===== src/rtl/memory.sv =====
// Simple dual-port RAM: one write port, one registered read-first read port.
// Storage has no reset so it maps onto an iCE40 block RAM; reset clears only r_data.
module memory #(
    parameter int DATA_WIDTH = 8,
    parameter int ADDR_WIDTH = 4
) (
    input  logic                  clk,
    input  logic                  rst,
    input  logic                  w_en,
    input  logic                  r_en,
    input  logic [ADDR_WIDTH-1:0] w_addr,
    input  logic [ADDR_WIDTH-1:0] r_addr,
    input  logic [DATA_WIDTH-1:0] w_data,
    output logic [DATA_WIDTH-1:0] r_data
);

    localparam int DEPTH = 1 << ADDR_WIDTH;

    // NOTE: the array is never reset; the declaration initialiser becomes the
    // block RAM's configuration contents and keeps it inferable as a BRAM.
    logic [DATA_WIDTH-1:0] mem_q [DEPTH] = '{default: '0};
    logic [DATA_WIDTH-1:0] r_data_q;

    // NOTE: non-blocking assignments make a same-address read see the old word.
    always_ff @(posedge clk) begin
        if (!rst && w_en) begin
            mem_q[w_addr] <= w_data;
        end
    end

    always_ff @(posedge clk) begin
        if (rst) begin
            r_data_q <= '0;
        end else if (r_en) begin
            r_data_q <= mem_q[r_addr];
        end
    end

    assign r_data = r_data_q;

endmodule


===== config.mk =====
export PLATFORM = sky130hd
export DESIGN_NAME = memory
export DESIGN_NICKNAME = d
export VERILOG_FILES = /design/src/rtl/memory.sv
export SDC_FILE = /design/constraint.sdc
export NUM_CORES = 1
export LEC_CHECK = 0
export CAP_MARGIN = 20
export CORE_ASPECT_RATIO = 0.8
export CORE_MARGIN = 2
export CORE_UTILIZATION = 35
export CTS_CLUSTER_DIAMETER = 30
export DETAILED_ROUTE_END_ITERATION = 10
export SYNTH_ARGS = -nofsm -noshare
export SYNTH_HDL_FRONTEND = slang
export SYNTH_SLANG_ARGS = --single-unit
export TNS_END_PERCENT = 100

===== constraint.sdc =====
create_clock -name clk -period 2 [get_ports clk]
set_input_delay 0.2 -clock clk [delete_from_list [all_inputs] [get_ports clk]]
set_output_delay 0.2 -clock clk [all_outputs]
set_load 0.1 [all_outputs]

Yosys cells after proc, flatten, opt, wreduce, memory -nomap -nowiden:

Memory sizes are Yosys's and may differ from the RTL's. A register that Yosys moved wholly into a read port is not among the register bits.
Cells that the tools add are included.
Widths: inputs -> output; s select.

* div/mod/pow operators: 0
* multipliers: 0
* $add $sub $neg: 0
* shifts and indexed selects: 0
* multiplexer cells: 2
* bitwise operators: 0
* reduce and logical (&&, ||, !) cells: 2
* eq/ne operators: 0
* $lt $le $gt $ge: 0

Operators with widths (count)
* $mux 1: 2
* $logic_and 1x1->1: 1
* $logic_not 1->1: 1

* memories: 1
* RAM bits: 128
* bits in read-only memories: 0
* bits in registers: 0
* input bits: 20
* latch bits: 0
* output and inout port bits: 8

Memories
* mem_q: words 16, width 8, read ports 1, clocked after Yosys merged registers in 1, wr ports 1, RTL line 21 `logic [DATA_WIDTH-1:0] mem_q [DEPTH] = '{default: '0};`

Logic depth before layout (Yosys ltp):

* depth in word-level cells: 4
* gate-level depth with buffers: 6
* gate-level depth less buffers: 4

Worst setup path after synthesis:

OpenSTA, ideal clock, no wires.

* kind: input to register
* start point: input port rst
* end point: memory mem_q[4][0], enable pin
* data required time: 1.617 ns
* path slack: 0.260 ns
* data arrival time: 1.357 ns
* stages: 3
* buffers on the path: 0
* cells stage by stage: nand2b_1 or3b_1 nor3_1

* longest elaborated chain between the ends: 4

Ends and longest elaborated chain
* from (decl): RTL line 8 `input logic rst,`
* $logic_not 1->1: RTL line 26 `if (!rst && w_en) begin`
* $logic_and 1x1->1: RTL line 26
* $mux 1: RTL line 26
* $mux 1 (implied by the code): RTL line 27 `mem_q[w_addr] <= w_data;`
* to (decl): RTL line 21

No other way between the ends.

Final worst setup path:

* start point: input port rst
* end point: memory mem_q[4][2], enable pin

The elaborated chain is that of the path after synthesis.

==> key figures <==
Status
  • Status: completed

Clock tree
  • Root buffer cell: clkbuf_16
  • Bufs on Longest Clock Path: 2
  • Reg clk slew, reported paths: 0.05 ns
  • Clock latency on the worst-skew pair: 0.41 ns
  • Clock Sinks: 136
  • Post-cts repair resize count: 0
  • H-tree depth: 4
  • Post-CTS Hold Fix Bufs: 0
  • Post-CTS Setup Bufs: 0
  • CTS tree: yes
  • Total CTS buffers: 17

Cells and area
  • Post-layout util: 43.9%
  • # nets final: 398
  • Fin cells: 580
  • Ant. Diodes: 0
  • # fillers: 1298
  • Synth-to-layout area growth: 22.7%
  • Layout cells sized above 1: 17.9%

Logic synthesis
  • Simple-Gate Fraction of Synth Area: 6.45%
  • Syn nets: 338
  • Seq/Total Area, Yosys: 74.8%
  • Syn avg cell area: 16.8 µm²
  • Combinational family with the most area after synthesis: multiplexers
  • Yosys cell types: 22
  • Mapped Area: 5350 µm²
  • XOR/XNOR share of the synthesized area: 0%
  • Cells after synthesis: 318
  • Ys Warns: 0
  • Synth Area in Compound Gates: 4.11%
  • FF+latch count, synth: 136
  • Mux contribution to synthesized area: 12.0%
  • Synth Area in Adders: 0%

STA
  • Crit share post-route: 75.7%
  • Setup WS post-layout: 0.487 ns
  • Tmin final: 1.51 ns
  • Final hold vios: 0
  • Worst-margin pin slew: 0.726 ns
  • Setup-failing EPs final: 0
  • Worst slew margin: 51.5%
  • Total negative slack: 0 ns
  • RSZ-0062 raised after global routing: no
  • Max Clk Rate: 0.661 GHz
  • Pins Over Slew Limit: 0
  • Clk_skew: 0.0119 ns

Floorplan
  • Initial Utilization: 35.8%
  • I/O pin count: 28
  • Core Region: 15000 µm²
  • Die span in x: 142 µm
  • Die area: 16300 µm²
  • Standard-cell rows: 40
  • Die Height: 115 µm

Route
  • DRC marker count from the first detailed-route iteration: 217
  • Via count: 2955
  • Antenna viol nets, final: 0
  • DRT Wirelength: 11200 µm
  • Drt drc: 0
  • Number of vias per cell: 5.09
  • Drt pass-1 iters: 4
  • Routed len/inst: 19.3 µm

Worst setup path
  • FF-to-FF setup slack: 0.89 ns
  • Startpoint Class: input pin
  • Launch point of the worst reg-to-reg path: mem_q[5][3]$_DFFE_PP_
  • Max FO, Critical Path: 8
  • Crit path DAT: 1.63 ns
  • Req. time, crit path: 2.12 ns
  • Reg2reg path depth: 4
  • Critical path capture point type: register
  • Crit path kind: input pin to register
  • Critical R2R Capture: r_data[3]$_SDFFE_PP0P_

GRT
  • Gr ovfl total: 0
  • Grt met3 use: 4.35%
  • First-pass GRT wire length: 17300 µm
  • Largest net degree at the start of global routing: 41
  • Met2 GRT Util: 23.9%
  • Initial antenna violation count: 0
  • GRT busiest layer: met2
  • Vias in the first global route: 3110
  • Met1 Usage GRT: 19.1%
  • Global Route Usage Sum: 14.7%

Min path
  • Hold Crit Depth: 2
  • WHS Endpoint: r_data[6]$_SDFFE_PP0P_
  • Hold WC Path Type: register to register
  • HP Start: r_data[6]$_SDFFE_PP0P_

Placed design
  • Post-Place Cells: 548
  • Port bufs: 27
  • Hpwl dp: 7170 µm
  • Setup WS pre-CTS: 0.0755 ns
  • Routability cong.: 0.771

Job
  • MaxCap Viol Count: 0

Power
  • Lkg Pwr: 2.35 nW
  • VDD IR max: 609 µV
  • Pwr/cell area: 1040 nW/µm²
  • Final Power: 6.82 mW
==> layout make-up <==
type	instances	area [µm²]	area share, %
clock inverter	11	145	2.21
timing repair buffer	55	495	7.54
tap	189	236	3.60
multi-input combinational	168	1210	18.4
clock buffer	21	480	7.32
sequential	136	4000	61.0
==> worst max path at each step <==
| stage | from | slack, ns | to | depth (start not counted) |
|---|---|---|---|---|
| after floorplan | rst | 0.26 | mem_q[4][0]$_DFFE_PP_ | 3 |
| after global placement | rst | 0.09 | mem_q[4][0]$_DFFE_PP_ | 5 |
| after detailed placement | rst | 0.08 | mem_q[4][0]$_DFFE_PP_ | 5 |
| after CTS | rst | 0.50 | mem_q[4][6]$_DFFE_PP_ | 5 |
| after global routing | rst | 0.39 | mem_q[4][6]$_DFFE_PP_ | 5 |
| final | rst | 0.49 | mem_q[4][2]$_DFFE_PP_ | 5 |
==> per-stage QoR <==
step,hold WS (ns),cell area (µm²)
detailed placement,0.459,5940
floorplan,0.299,5350
global route,0.495,6570
finish,0.467,6570
CTS,0.471,6570
global placement,0.452,5940
==> logic make-up (layout without fill, tap and decap cells) <==
group,Yosys count,count (layout)
muxes,64,64
and+or+nand+nor,72,72
buffers and inverters,14,87
DFF,136,136
AOI/OAI and AO/OA,32,32
==> per-layer routing <==
metal | vias up | part of all wire (%) | wire, µm
met1 | 1494 | 45 | 5050
met3 | 9 | 5.3 | 600
met4 | 0 | 1.3 | 141
met2 | 88 | 48 | 5430
li1 | 1364 | - | -
met5 | - | 0 | 0
==> cell usage after synthesis, drive strengths merged <==
master | number | area [µm²]
and2 | 1 | 6.26
dfxtp | 8 | 160
buf | 12 | 133
or3 | 1 | 6.26
nand2b | 3 | 18.8
a21oi | 8 | 40.0
nand4b | 1 | 8.76
a22oi | 24 | 180
nand3 | 24 | 120
nand2 | 18 | 67.6
edfxtp | 128 | 3840
nor3 | 4 | 20.0
nand3b | 1 | 7.51
mux2i | 64 | 641
clkbuf | 2 | 10.0
nor3b | 1 | 12.5
nor2b | 2 | 12.5
nor2 | 15 | 56.3
or3b | 1 | 8.76
==> registers in the layout, summed over array words and instances (netlist names) <==
register and cells:
mem_q 128, r_data 8
==> critical path, cell delays in order <==
cell	delay (ns)
clkdlybuf4s50_1	0.41
nand2b_1	0.17
or3b_1	0.46
nor3_1	0.17
buf_4	0.21
==> power by group <==
part           internal, mW  switching [mW]  leakage (nW)  total [mW]
Combinational         0.147           0.299         0.833       0.447
Clock                  2.09            1.11         0.301        3.20
Sequential             3.16          0.0165          1.22        3.18
Total                  5.40            1.43          2.35        6.82
==> placed cells by master (no fill, tap or decap), drive strengths merged, types with 4 or more instances in the layout <==
master and instances:
nand3 24, nor3 4, edfxtp 128, nand2 18, clkdlybuf4s50 18, a22oi 24
dfxtp 8, a21oi 8, clkinv 5, mux2i 64, nor2 15, clkbuf 21
buf 37
No activity file was read; power rests on OpenSTA's default activity.
